<file path="config.mk">
export PLATFORM = sky130hd
export DESIGN_NAME = node_endpoint
export DESIGN_NICKNAME = d
export VERILOG_FILES = /design/src/rtl/node_endpoint.sv
export SDC_FILE = /design/constraint.sdc
export NUM_CORES = 1
export LEC_CHECK = 0
export ABC_AREA = 1
export BUFFER_PORTS_ARGS = -buffer_cell sky130_fd_sc_hd__clkbuf_2
export CORE_MARGIN = 1.5
export CORE_UTILIZATION = 32
export DETAILED_ROUTE_END_ITERATION = 10
export REMOVE_ABC_BUFFERS = 1
export SETUP_SLACK_MARGIN = 0.4
export SYNTH_ARGS = -nofsm -noshare
export SYNTH_HDL_FRONTEND = slang
export SYNTH_SLANG_ARGS = --single-unit
</file>
<file path="constraint.sdc">
create_clock -name clk -period 3.5 [get_ports clk]
set_input_delay 0.35 -clock clk [delete_from_list [all_inputs] [get_ports clk]]
set_output_delay 0.35 -clock clk [all_outputs]
set_load 0.01 [all_outputs]
</file>
<file path="src/rtl/node_endpoint.sv">
// Network endpoint: user word interface on one side, 4-phase request/ack
// flit links to the switch local port on the other, with a 2-deep RX FIFO.
module node_endpoint #(
    parameter int DATA_SIZE = 32,
    parameter int ADDR_SIZE = 4,
    parameter int ADDR      = 0,
    parameter int CNT_SIZE  = 8,
    localparam int BUS_SIZE = DATA_SIZE + ADDR_SIZE + 1
) (
    input  logic                 clk,
    input  logic                 a_rst,
    input  logic                 tx_valid,
    input  logic [ADDR_SIZE-1:0] tx_addr,
    input  logic [DATA_SIZE-1:0] tx_data,
    output logic                 tx_ready,
    output logic                 out_r,
    input  logic                 out_w,
    output logic [BUS_SIZE-1:0]  data_o,
    input  logic                 in_r,
    output logic                 in_w,
    input  logic [BUS_SIZE-1:0]  data_i,
    output logic                 rx_valid,
    input  logic                 rx_ready,
    output logic [DATA_SIZE-1:0] rx_data,
    output logic [CNT_SIZE-1:0]  drop_cnt
);

    localparam logic [ADDR_SIZE-1:0] OWN_ADDR = ADDR_SIZE'(ADDR);

    typedef enum logic [1:0] {T_IDLE, T_REQ, T_REL} tx_state_e;
    typedef enum logic {R_IDLE, R_ACK} rx_state_e;

    tx_state_e            tx_state_q, tx_state_d;
    logic                 out_r_q, out_r_d;
    logic [BUS_SIZE-1:0]  data_o_q, data_o_d;

    rx_state_e            rx_state_q, rx_state_d;
    logic                 in_w_q, in_w_d;
    logic [DATA_SIZE-1:0] mem_q [2];
    logic [DATA_SIZE-1:0] mem_d [2];
    logic                 wr_ptr_q, wr_ptr_d;
    logic                 rd_ptr_q, rd_ptr_d;
    logic [1:0]           count_q, count_d;
    logic [CNT_SIZE-1:0]  drop_cnt_q, drop_cnt_d;

    logic cap, flit_ok, push, pop, drop;

    assign tx_ready = (tx_state_q == T_IDLE);
    assign out_r    = out_r_q;
    assign data_o   = data_o_q;
    assign in_w     = in_w_q;
    assign rx_valid = (count_q != 2'd0);
    assign rx_data  = mem_q[rd_ptr_q];
    assign drop_cnt = drop_cnt_q;

    always_comb begin
        tx_state_d = tx_state_q;
        out_r_d    = out_r_q;
        data_o_d   = data_o_q;
        unique case (tx_state_q)
            T_IDLE: if (tx_valid) begin
                data_o_d   = {1'b1, tx_addr, tx_data};
                out_r_d    = 1'b1;
                tx_state_d = T_REQ;
            end
            T_REQ: if (out_w) begin
                out_r_d    = 1'b0;
                tx_state_d = T_REL;
            end
            T_REL: if (!out_w) begin
                tx_state_d = T_IDLE;
            end
            default: tx_state_d = T_IDLE;
        endcase
    end

    // Capture uses the occupancy seen at this edge, before any same-cycle pop.
    assign flit_ok = data_i[BUS_SIZE-1] && (data_i[DATA_SIZE +: ADDR_SIZE] == OWN_ADDR);
    assign cap     = (rx_state_q == R_IDLE) && in_r && (count_q != 2'd2);
    assign push    = cap && flit_ok;
    assign drop    = cap && !flit_ok;
    assign pop     = rx_valid && rx_ready;

    always_comb begin
        rx_state_d = rx_state_q;
        in_w_d     = in_w_q;
        mem_d      = mem_q;
        wr_ptr_d   = wr_ptr_q ^ push;
        rd_ptr_d   = rd_ptr_q ^ pop;
        count_d    = count_q + {1'b0, push} - {1'b0, pop};
        drop_cnt_d = drop_cnt_q;
        if (push) begin
            mem_d[wr_ptr_q] = data_i[DATA_SIZE-1:0];
        end
        if (drop && (drop_cnt_q != {CNT_SIZE{1'b1}})) begin
            drop_cnt_d = drop_cnt_q + CNT_SIZE'(1);
        end
        unique case (rx_state_q)
            R_IDLE: if (cap) begin
                in_w_d     = 1'b1;
                rx_state_d = R_ACK;
            end
            R_ACK: if (!in_r) begin
                in_w_d     = 1'b0;
                rx_state_d = R_IDLE;
            end
            default: rx_state_d = R_IDLE;
        endcase
    end

    always_ff @(posedge clk) begin
        if (a_rst) begin
            tx_state_q <= T_IDLE;
            out_r_q    <= 1'b0;
            data_o_q   <= '0;
            rx_state_q <= R_IDLE;
            in_w_q     <= 1'b0;
            mem_q[0]   <= '0;
            mem_q[1]   <= '0;
            wr_ptr_q   <= 1'b0;
            rd_ptr_q   <= 1'b0;
            count_q    <= 2'd0;
            drop_cnt_q <= '0;
        end else begin
            tx_state_q <= tx_state_d;
            out_r_q    <= out_r_d;
            data_o_q   <= data_o_d;
            rx_state_q <= rx_state_d;
            in_w_q     <= in_w_d;
            mem_q      <= mem_d;
            wr_ptr_q   <= wr_ptr_d;
            rd_ptr_q   <= rd_ptr_d;
            count_q    <= count_d;
            drop_cnt_q <= drop_cnt_d;
        end
    end

endmodule

</file>
# Yosys cells after proc, flatten, opt, wreduce, memory -nomap -nowiden
# Index checks and enable logic that the tools add are counted.
totals:
  ff_bits: 118
  inputBits: 79
  wordCells: 67
op_classes:
  add_sub_neg: 3
  order_cmp: 3
  n_eq_ne: 9
  n_mux: 19
  bitwise_logic: 5
  n_reduce_logical: 17
ops:
  columns: ["operator", "n"]
  rows:
  - ["32-bit two-way mux", 4]
  - ["64-bit bitwise mux", 1]
  - ["32-bit demux with 1-bit select", 1]
  - ["2-bit inequality test (second input constant)", 6]
  - ["8-bit by 1-bit adder with 8-bit output (second input constant)", 1]
  - ["1-bit logical AND", 8]
  - ["8-bit inequality test (second input constant)", 1]
  - ["1-bit two-way mux", 6]
  - ["2-bit two-way mux", 3]
  - ["1-bit case mux with 2 select lines", 3]
  - ["2-bit case mux with 3 select lines", 1]
  - ["3-bit AND reduction", 2]
  - ["2-bit greater-or-equal comparator (second input constant)", 2]
  - ["4-bit zero test", 1]
  - ["1-bit inverter with 2-bit output", 2]
  - ["2-bit AND reduction", 2]
  - ["2-bit nonzero test", 2]
  - ["2-bit by 1-bit adder with 2-bit output", 1]
  - ["2-bit by 1-bit == test with 1-bit output (second input constant)", 1]
  - ["2-bit == test (second input constant)", 1]
  - ["2-bit zero test", 1]
  - ["2-bit by 1-bit less-than comparator with 1-bit output (second input constant)", 1]
  - ["2-bit by 1-bit subtractor with 2-bit output", 1]
  - ["1-bit bitwise XOR", 2]
  - ["2 further kinds", 2]

# Logic depth before layout (Yosys ltp)
# Gate-level depths: netlist of the first run.
logic_depth:
  ltp_word: 6
  depth_mapped: 12
  mapped_depth_nobuf: 12

# Least setup slack after synthesis of the first run
# OpenSTA, ideal clock, no wires.
synth_timing:
  path_kind: "in2reg"
  from: "in data_i[35]"
  to: "reg count_q[1]"
  setup_ns: 0.121
  arrival_time_ns: 1.589
  t_required_ns: 3.379
  slack_ns: 1.790
  path_stages: 10
  path_buffers: 0
  path_cell_list: "nor2_1 nand3_1 nor2_1 inv_1 ha_1 inv_1 ha_1 xnor2_1 o21ai_0 a21oi_1"
synth_between:
  elab_chain_len: 5
synth_lines:
  columns: ["element", "line", "rtl"]
  rows:
  - ["start: declaration", "21", "input logic [BUS_SIZE-1:0] data_i,"]
  - ["4-bit zero test", "78", "assign flit_ok = data_i[BUS_SIZE-1] && (data_i[DATA_SIZE +: ADDR_SIZE] == OWN_ADDR);"]
  - ["1-bit logical AND", "78", null]
  - ["1-bit logical AND", "80", "assign push = cap && flit_ok;"]
  - ["2-bit by 1-bit adder with 2-bit output", "90", "count_d = count_q + {1'b0, push} - {1'b0, pop};"]
  - ["2-bit by 1-bit subtractor with 2-bit output", "90", null]
  - ["end signal: assignment", "133", "count_q <= count_d;"]
  - ["end: declaration", "43", "logic [1:0] count_q, count_d;"]
# Every way passes these cells.
# A chain may end at the register's enable or synchronous reset.

# Final worst setup path of the first run
layout_timing:
  from: "reg count_q[1]"
  to: "reg mem_q[32] (netlist name)"
layout_between:
  elab_chain_len: 3
layout_lines:
  columns: ["element", "line", "rtl"]
  rows:
  - ["2-bit inequality test", "79", "assign cap = (rx_state_q == R_IDLE) && in_r && (count_q != 2'd2);"]
  - ["1-bit logical AND", "79", null]
  - ["1-bit logical AND", "80", null]
  - ["end signal: assignment", "130", "mem_q <= mem_d;"]
  - ["end: declaration", "39", "logic [DATA_SIZE-1:0] mem_q [2];"]
# Every way passes these cells.

==> results of run 1 <==
-- worst reg2reg max path: cells and delay by family (launching register included) --
| family | cells | cell delay [ns] |
|---|---|---|
| adder cells (fa/ha/maj) | 1 | 0.19 |
| buffers and inverters | 4 | 0.99 |
| flip-flops | 1 | 0.30 |
| AND/OR/NAND/NOR | 5 | 0.72 |
-- sequential cells by signal, summed over array words and instances, names as in the netlist --
register	cells
mem_q	64
data_o	37
drop_cnt	8
count_q	2
tx_state_q	2
in_w	1
out_r	1
rd_ptr_q	1
rx_state_q	1
wr_ptr_q	1
-- metrics by stage --
stage | setup slack, ns | hold WS [ns] | std cells | power (mW)
floorplan | 1.32 | 0.417 | 643 | 1.71
global placement | 1.12 | 0.453 | 992 | 1.90
global route | 0.948 | 0.168 | 1024 | 3.71
CTS | 1.14 | 0.164 | 1024 | 3.59
finish | 1.21 | 0.180 | 1024 | 3.54
detailed placement | 1.03 | 0.459 | 992 | 1.90
-- routing by layer --
metal | GRT usage [%] | part of all wire [%]
met5 | 0 | 0
met4 | 6.89 | 2.1
met3 | 4.49 | 4.6
met2 | 25.2 | 47
met1 | 20.7 | 47
-- cells in the mapped netlist, drive strengths merged --
library cell  count
o21ai           103
dfxtp           118
clkinv            2
buf              23
nand3             9
xor2              1
ha                5
inv              27
or2               1
nor2            231
xnor2             2
nand2           137
a21oi             6
clkbuf           16
nand3b            1
-- placed cells by master, fill, tap and decap left out, drive strengths merged --
cell type and n:
clkbuf 180, or2 1, dfxtp 118, ha 5, inv 27, o21ai 103, clkinv 7, nor2 231
bufinv 1, nand3 9, xnor2 2, a21oi 6, clkinvlp 5, xor2 1, nand2 137, buf 6
nand3b 1
-- path summary, 6_finish.rpt --
path               start         end  slack [ns]  depth (start not counted)
min reg2reg        out_r       out_r        0.46                          2
max reg2reg   count_q[1]   mem_q[32]        1.21                         10
max           count_q[1]   mem_q[32]        1.21                         10
min          tx_data[19]  data_o[19]        0.18                          3
-- cell families (layout without fill, tap and decap cells) --
family / after synthesis / after routing / share of synthesized area, %
compound gates: 109 / 109 / 11.6
xor+xnor: 3 / 3 / 0.548
fa+ha+maj: 5 / 5 / 1.30
buf+inv: 68 / 226 / 6.70
flops: 118 / 118 / 49.2
simple gates: 379 / 379 / 30.6
-- area by class of cell --
type | instances | area (um2)
clock buffers | 21 | 480
well taps | 184 | 230
inverters | 29 | 111
multi-input cells | 496 | 2110
clock inverters | 11 | 100
repair buffers | 165 | 853
flip-flops and latches | 118 | 2360
fillers | 1566 | 8340
-- power groups by stage --
stage | Clock, mW | Sequential [mW] | Combinational (mW)
after detailed placement | 0 | 1.49 | 0.408
after global routing | 1.78 | 1.47 | 0.457
after global placement | 0 | 1.49 | 0.410
after CTS | 1.71 | 1.46 | 0.411
after floorplan | 0 | 1.52 | 0.190
final | 1.67 | 1.46 | 0.404
==> out/metrics.sh, run 1 <==
DETAILEDROUTE.FIRSTPASSITERATIONCOUNT=4
YS_WARN_COUNT=0
VIAS=4533
ROUTABILITYCONGESTION=0.754
DIE-AREA_UM2=15700
SLEW-LIMIT-HEADROOM_PCT=31.5
INITIALDRTVIOLATIONCOUNT=283
FINAL_LAYOUT_SIZE_SUFFIX_GT1_SHARE_PCT=24.6
AREAGROWTHSYNTHTOFINISH_PCT=30.3
CLOCK-ROOT-BUFFER='sky130_fd_sc_hd__clkbuf_16'
CTS_POST_SETUP_BUFFERS_INSERTED=0
FIRST_GLOBAL_VIAS=4125
YOSYSTOPAREACELL='sky130_fd_sc_hd__dfxtp_1'
CP-START-KIND='flip-flop'
CRITICAL_PATH.MOST_COMMON_CELL='sky130_fd_sc_hd__nor2_1'
WL_PER_CELL_UM=12.2
FIN_SKEW_NS=0.00681
CP.ARRIVAL_NS=2.59
CRITICAL_PATH.MAX_STAGE_DELAY_NS=0.53
FINALSETUPTNS_NS=0
TOTAL_SWITCHING_POWER_uW=926
TRACK_USAGE_PCT=16.1
PLACEMENTROWS=44
SYN-MEAN-INSTANCE-AREA_UM2=7.03
TRITONCTS='built'
YS_FF_LATCH=118
INITIAL_UTILIZATION_PCT=32.9
SYNTH_CELL_TYPES=24
CTS_BUFFERS=17
POST_LAYOUT_INST_AREA_UM2=6250
BOUNDARYPINS=160
NETLIST_INSTANCES=682
DIEHEIGHT_UM=125
MAX-CLOCK-PATH-BUFFERS=2
FINALSETUPVIOLATIONS=0
CTS.REPORTEDPATHS.CLKPINSLEW_NS=0.05
POWER.SEQUENTIAL.FRACTION_PCT=41.4
DP_HPWL_MM=7.94
IR_DROP_mV=0.306
UNREPAIRED_SETUP_ENDPOINTS_AFTER_GLOBAL_ROUTING='no'
PORT_BUFFERS=159
CLK_LATENCY_NS=0.41
CP.REQUIRED_NS=3.79
VIAS_PER_CELL=4.43
RUN_STATUS='complete, no violations'
CELLINTERNALPOWER_mW=2.61
CRITICAL_PATH.TOP_DELAY_FAMILY='buffers and inverters'
OVERFLOW=0
MIN-DELAY-PATH-CLASS='primary input to flip-flop'
DETAIL_ROUTE.DRC_VIOLATIONS=0
P_PER_AREA_nW_PER_UM2=566
TIMING.FINAL.CRIT_PERIOD_NS=2.29
NUM_ANTENNA_CELLS=0
SLEW_VIOL_FINAL=0
NNETSFINAL=911
INITIAL_ANTENNA_VIOLATION_COUNT=0
DIE_W_UM=125
SYNTH.TOP_CELLS.BY_AREA='sky130_fd_sc_hd__dfxtp_1 (49%), sky130_fd_sc_hd__nor2_1 (18%), sky130_fd_sc_hd__nand2_1 (11%)'
SYNTH_TOP_AREA_SHARE_PCT=49.2
CTS_HOLD_BUFFERS=0
CLOCK_POWER_SHARE_PCT=47.2
POST_CTS.RESIZED_INSTANCES=0
COMBPWRFRAC_PCT=11.4
CP_SLOWEST_CELL='sky130_fd_sc_hd__inv_1'
GRT_START_MAX_NET_PINS=65
FINALHOLDVIOLCOUNT=0
PERIOD_SHARE_PCT=65.5
MAX_SLEW.WORST_PIN.SLEW_NS=1.03
ANT_NETS=0
FINAL_UTIL_PCT=42.8
FP.COREAREA_UM2=14600
TIMING.CRITICAL_PATH.CELLS='inv_1, nor2_1, nor2_4, inv_1, nor2_1, ha_1, buf_4, inv_1, nor2_1, nor2_1'
POWER.SHARE.SWITCHING_PCT=26.2
ROUTED_WIRE_LENGTH_MM=12.5
POSTPLACECELLAREA_UM2=5670
CLOCK_SINKS=118
PART_OF_THE_YOSYS_AREA_USED_FOR_SEQUENTIAL_ELEMENTS_PCT=49.2
GRT_FIRST_PASS_WIRELENGTH_MM=20.5
P_LEAK_nW=3.20
SYN_AREA_UM2=4800
CAP_VIOL_MAX_COUNT=0
H-TREE-DEPTH=4
TIMING.CRITICAL_PATH.BUF_INV=4
ENDPOINT_KIND='flip-flop'
CRIT_FANOUT=33
WORST_SETUP_PATH_CLASS='flip-flop to flip-flop'
MAX_FREQ_MHz=436
Power figures use the tool's default switching activity.
==> inputs of run 2 (changes only) <==
clock period = 2.2 ns   (was 3.5 ns; I/O delays follow)
==> out/metrics.sh, run 2 (synthesis gave the netlist of run 1 again) <==
MAX-CLOCK-PATH-BUFFERS=2
TIMING.FINAL.CRIT_PERIOD_NS=1.75
MULTIINPUTGATEAREA_UM2=2130
RRSETUPSLACK_NS=0.45
SLEW_VIOL_FINAL=0
P_TOTAL_mW=5.74
GRT_START_MAX_NET_PINS=59
LAYOUT_COMMON_CELLS='sky130_fd_sc_hd__nor2_1 (227), sky130_fd_sc_hd__clkbuf_2 (159), sky130_fd_sc_hd__nand2_1 (136)'
FINALSETUPTNS_NS=0
MIN-DELAY-PATH-CLASS='primary input to flip-flop'
SETUP_WS_NS=0.455
AREAGROWTHSYNTHTOFINISH_PCT=32.2
DIE_W_UM=125
TRACK_USAGE_PCT=16.5
POWER.SEQUENTIAL.FRACTION_PCT=40.4
VIAS_PER_CELL=4.44
P_PER_AREA_nW_PER_UM2=906
AREA.SEQUENTIAL_UM2=2360
ROUTABILITYCONGESTION=0.749
FINALHOLDVIOLCOUNT=0
CTS_BUFFERS=17
CLK_LATENCY_NS=0.41
DIEHEIGHT_UM=125
CTS.REPORTEDPATHS.CLKPINSLEW_NS=0.06
CP.ARRIVAL_NS=2.08
TOTAL_SWITCHING_POWER_mW=1.43
CLOCK-ROOT-BUFFER='sky130_fd_sc_hd__clkbuf_16'
FINALSETUPVIOLATIONS=0
FIRST_GLOBAL_VIAS=4350
FILLERINSTANCES=1550
ANT_NETS=0
CELLINTERNALPOWER_mW=4.32
ROUTED_WIRE_LENGTH_MM=12.4
BOUNDARYPINS=160
PRE_CTS_SLACK_NS=0.365
PLACEMENTROWS=44
VIAS=4563
CLOCK_SINKS=118
NUM_ANTENNA_CELLS=0
SLEW-LIMIT-HEADROOM_PCT=65.5
INITIALDRTVIOLATIONCOUNT=296
IR_DROP_mV=0.474
MAX_SLEW.WORST_PIN.SLEW_NS=0.518
CP_SLOWEST_CELL='sky130_fd_sc_hd__dfxtp_2'
DETAIL_ROUTE.DRC_VIOLATIONS=0
P_LEAK_nW=3.25
PERIOD_SHARE_PCT=79.3
DETAILEDROUTE.FIRSTPASSITERATIONCOUNT=4
CRITICAL_PATH.MAX_STAGE_DELAY_NS=0.32
GRT_FIRST_PASS_WIRELENGTH_MM=21.0
INITIAL_UTILIZATION_PCT=32.9
CAP_VIOL_MAX_COUNT=0
WL_PER_CELL_UM=12.1
DIE-AREA_UM2=15700
UNREPAIRED_SETUP_ENDPOINTS_AFTER_GLOBAL_ROUTING='yes'
CLOCK_POWER_SHARE_PCT=47.7
NNETSFINAL=915
INITIAL_ANTENNA_VIOLATION_COUNT=0
CP.REQUIRED_NS=2.53
FP.COREAREA_UM2=14600
WORST_SETUP_PATH_CLASS='flip-flop to flip-flop'
H-TREE-DEPTH=4
COMBPWRFRAC_PCT=11.9
TIMING.CRITICAL_PATH.CELLS='inv_2, nor2_2, nor2_4, inv_2, nor2_4, inv_1, ha_1, inv_1, ha_2, xnor2_2, o21ai_1, a21oi_1'
FINAL_LAYOUT_SIZE_SUFFIX_GT1_SHARE_PCT=25.9
MAX_FREQ_MHz=573
OVERFLOW=0
MOST_COMMON_CELL_AFTER_LAYOUT_FILL_AND_TAPS_ASIDE='sky130_fd_sc_hd__nor2_1'
ENDPOINT_KIND='flip-flop'
CRIT_FANOUT=3
PORT_BUFFERS=159
RUN_STATUS='complete, no violations'
FLIP_FLOP_COUNT_OF_THE_LARGEST_REGISTER_ALL_COPIES_AND_WORDS_ADDED=64
TRITONCTS='built'
FIN_SKEW_NS=0.00705
LARGEST_REGISTER='mem_q'
CP-START-KIND='flip-flop'
DP_HPWL_MM=7.95
POWER.SHARE.SWITCHING_PCT=24.8
-- run 2: worst max-delay path, delay by kind of cell (launching register included) --
| kind | cells | cell delay (ns) |
|---|---|---|
| AO/OA/AOI/OAI | 2 | 0.25 |
| XOR/XNOR | 1 | 0.17 |
| adder cells (fa/ha/maj) | 2 | 0.43 |
| buffers and inverters | 4 | 0.21 |
| flip-flops | 1 | 0.32 |
| AND/OR/NAND/NOR | 3 | 0.28 |
-- run 2: per-layer routing --
metal	track usage [%]	vias up	part of all wire [%]
met4	5.68	0	1.4
met5	0	-	0
met3	4.71	13	4.1
met2	26.8	91	48
met1	21.0	2036	47
li1	-	2423	-
-- run 2: final timing paths --
kind                                 start    endpoint  depth (start not counted)
worst min-delay path            tx_data[8]   data_o[8]                          3
worst max-delay path            count_q[1]  count_q[1]                         12
worst max register to register  count_q[1]  count_q[1]                         12
worst min register to register  data_o[36]  data_o[36]                          2
-- run 2: area by class of cell --
class | instances | share of cell area, %
Clock buffer | 23 | 7.85
Clock inverter | 9 | 1.54
Inverter | 29 | 1.78
Multi-Input combinational cell | 496 | 33.6
Sequential cell | 118 | 37.3
Tap cell | 184 | 3.63
Timing Repair Buffer | 169 | 14.2
-- run 2: through the flow --
| stage | std cells | util, % | instance area [um2] | hold WS (ns) |
|---|---|---|---|---|
| floorplan | 643 | - | 4590 | 0.287 |
| CTS | 1027 | 43.2 | 6300 | 0.0310 |
| detailed placement | 995 | 39.1 | 5710 | 0.459 |
| finish | 1028 | 43.5 | 6340 | 0.0505 |
| global placement | 995 | 39.1 | 5710 | 0.449 |
| global route | 1028 | 43.5 | 6340 | 0.0440 |
-- run 2: power groups by stage --
stage | registers (mW) | logic (mW) | clock network (mW)
3_3_place_gp | 2.36 | 0.678 | 0
2_1_floorplan | 2.41 | 0.302 | 0
6_report | 2.32 | 0.684 | 2.74
5_1_grt | 2.33 | 0.779 | 2.93
4_1_cts | 2.32 | 0.680 | 2.82
3_5_place_dp | 2.36 | 0.676 | 0
-- run 2: what timing repair did --
item,in CTS,in global routing
pin swaps,0,3
buffers inserted,0,1
setup endpoints to repair,2,64
hold buffers,0,0
resized for setup,2,11
gates cloned,0,0
==> inputs of run 3 (changes only) <==
clock period = 1.5 ns   (was 2.2 ns; I/O delays follow)
==> out/metrics.sh, run 3 (synthesis gave the netlist of run 1 again) <==
PERIOD_SHARE_PCT=111
FAILED_CHECKS='setup timing'
HP-START='data_i[13]'
FINALHOLDVIOLCOUNT=0
FINALNONFILLERCELLS=1152
RUN_STATUS='complete, but fails checks'
DETAILEDROUTE.FIRSTPASSITERATIONCOUNT=4
P_LEAK_nW=4.52
FINAL_LAYOUT_SIZE_SUFFIX_GT1_SHARE_PCT=50.1
WORST_SETUP_PATH_CLASS='flip-flop to flip-flop'
SLEW_VIOL_FINAL=0
UNREPAIRED_SETUP_ENDPOINTS_AFTER_GLOBAL_ROUTING='yes'
CLOCK_SINKS=118
RRSETUPSLACK_NS=-0.16
RR_WORST_DEPTH=11
AREAGROWTHSYNTHTOFINISH_PCT=92.1
CTS.REPORTEDPATHS.CLKPINSLEW_NS=0.06
WORST_R2R_STARTPOINT='count_q[1]'
PLACEMENTROWS=44
P_PER_AREA_nW_PER_UM2=1100
TOTAL_SWITCHING_POWER_mW=2.74
FP.COREAREA_UM2=14600
VIAS_PER_CELL=4.79
PRE_CTS_SLACK_NS=-0.218
PLACE_INST=1008
H-TREE-DEPTH=4
MAX-CLOCK-PATH-BUFFERS=2
FINAL.HOLD.WORST_SLACK_NS=0.0107
INITIAL_UTILIZATION_PCT=32.9
CRIT_FANOUT=14
INITIALDRTVIOLATIONCOUNT=355
NUM_ANTENNA_CELLS=0
SETUP_WS_NS=-0.159
CTS_BUFFERS=17
MAX_SLEW.WORST_PIN.SLEW_NS=0.265
CLK_LATENCY_NS=0.43
IR_DROP_mV=0.707
FIRST_GLOBAL_VIAS=5300
ANT_NETS=0
CLOCK-ROOT-BUFFER='sky130_fd_sc_hd__clkbuf_16'
WORST_R2R_ENDPOINT='mem_q[19]'
FINALSETUPVIOLATIONS=67
OVERFLOW=0
DIE-AREA_UM2=15700
ENDPOINT_KIND='flip-flop'
CP.ARRIVAL_NS=1.97
BOUNDARYPINS=160
DETAIL_ROUTE.DRC_VIOLATIONS=0
NNETSFINAL=1039
CLOCK_POWER_SHARE_PCT=44.5
CP.REQUIRED_NS=1.81
FINAL_UTIL_PCT=63.2
WORST_HOLD_PATH.NUM_CELLS=3
POWER.SEQUENTIAL.FRACTION_PCT=34.3
LAYOUT_COMMON_CELLS='sky130_fd_sc_hd__nor2_1 (145), sky130_fd_sc_hd__clkbuf_2 (114), sky130_fd_sc_hd__dfxtp_1 (82)'
TRITONCTS='built'
DIE_W_UM=125
ROUTED_WIRE_LENGTH_MM=17.8
GRT_FIRST_PASS_WIRELENGTH_MM=27.4
DIEHEIGHT_UM=125
PORT_BUFFERS=159
MIN-DELAY-PATH-CLASS='primary input to flip-flop'
ROUTABILITYCONGESTION=0.737
MAX_FREQ_MHz=603
LARGEST_REGISTER='mem_q'
CP-START-KIND='flip-flop'
POWER.SHARE.SWITCHING_PCT=26.9
INITIAL_ANTENNA_VIOLATION_COUNT=0
TRACK_USAGE_PCT=22.1
CAP_VIOL_MAX_COUNT=0
DP_HPWL_MM=8.20
TIMING.HOLD.WORST_ENDPOINT='mem_q[45]'
TIMING.FINAL.CRIT_PERIOD_NS=1.66
CELLINTERNALPOWER_mW=7.44
SLEW-LIMIT-HEADROOM_PCT=82.3
WL_PER_CELL_UM=15.5
COMBPWRFRAC_PCT=21.3
FLIP_FLOP_COUNT_OF_THE_LARGEST_REGISTER_ALL_COPIES_AND_WORDS_ADDED=64
MOST_COMMON_CELL_AFTER_LAYOUT_FILL_AND_TAPS_ASIDE='sky130_fd_sc_hd__nor2_1'
VIAS=5514
FIN_SKEW_NS=0.0175
GRT_START_MAX_NET_PINS=62
==> run 3: cell type report <==
type	instances	area [um2]
flip-flops and latches	118	2430
clock buffers	20	457
repair buffers	285	2560
fillers	1157	5370
repair inverters	7	105
inverters	29	156
clock inverters	12	200
multi-input cells	497	3080
well taps	184	230
==> run 3: timing repair <==
item	CTS	global route
hold endpoints to repair	84	0
setup endpoints to repair	154	177
cloned	23	1
resized for setup	279	197
hold buffers	65	0
buffers inserted	19	4
pin swaps	87	36
==> run 3: worst max path at each step <==
stage / depth (start not counted) / endpoint / start
2_1_floorplan: 9 / mem_q[0] / rx_state_q
3_3_place_gp: 12 / count_q[1] / rx_state_q
3_5_place_dp: 12 / count_q[1] / rx_state_q
4_1_cts: 12 / count_q[1] / rx_state_q
5_1_grt: 11 / mem_q[19] / count_q[1]
6_report: 11 / mem_q[19] / count_q[1]
==> run 3: worst max-delay path, cell delays in order, from the launching register on <==
cell and delay, ns:
sky130_fd_sc_hd__dfxtp_2 0.34, sky130_fd_sc_hd__inv_2 0.05, sky130_fd_sc_hd__nor2_4 0.11, sky130_fd_sc_hd__nor2_4 0.04, sky130_fd_sc_hd__inv_2 0.06, sky130_fd_sc_hd__nor2_4 0.04
sky130_fd_sc_hd__buf_6 0.12, sky130_fd_sc_hd__buf_4 0.13, sky130_fd_sc_hd__ha_4 0.19, sky130_fd_sc_hd__buf_6 0.16, sky130_fd_sc_hd__o21ai_0 0.24, sky130_fd_sc_hd__nor2_1 0.07
==> run 3: per-layer routing <==
layer | global-route usage [%] | part of all wire, %
met4 | 8.82 | 3.0
met1 | 27.1 | 42
met3 | 6.08 | 4.9
met2 | 36.8 | 50
met5 | 0 | 0
==> run 3: stage by stage <==
| stage | total power, mW | instance area (um2) | TNS, ns |
|---|---|---|---|
| after floorplan | 3.98 | 4590 | -55.57 |
| after global placement | 4.53 | 5850 | -4.46 |
| after detailed placement | 4.54 | 5850 | -6.81 |
| after CTS | 9.99 | 8640 | -3.00 |
| after global routing | 10.6 | 9220 | -9.10 |
| final | 10.2 | 9220 | -2.60 |
==> run 3: power groups by stage <==
stage	Clock (mW)	Combinational [mW]	Sequential, mW
after floorplan	0	0.444	3.54
after global placement	0	1.08	3.46
after detailed placement	0	1.08	3.46
after CTS	4.61	1.93	3.46
after global routing	4.76	2.32	3.51
final	4.52	2.16	3.49
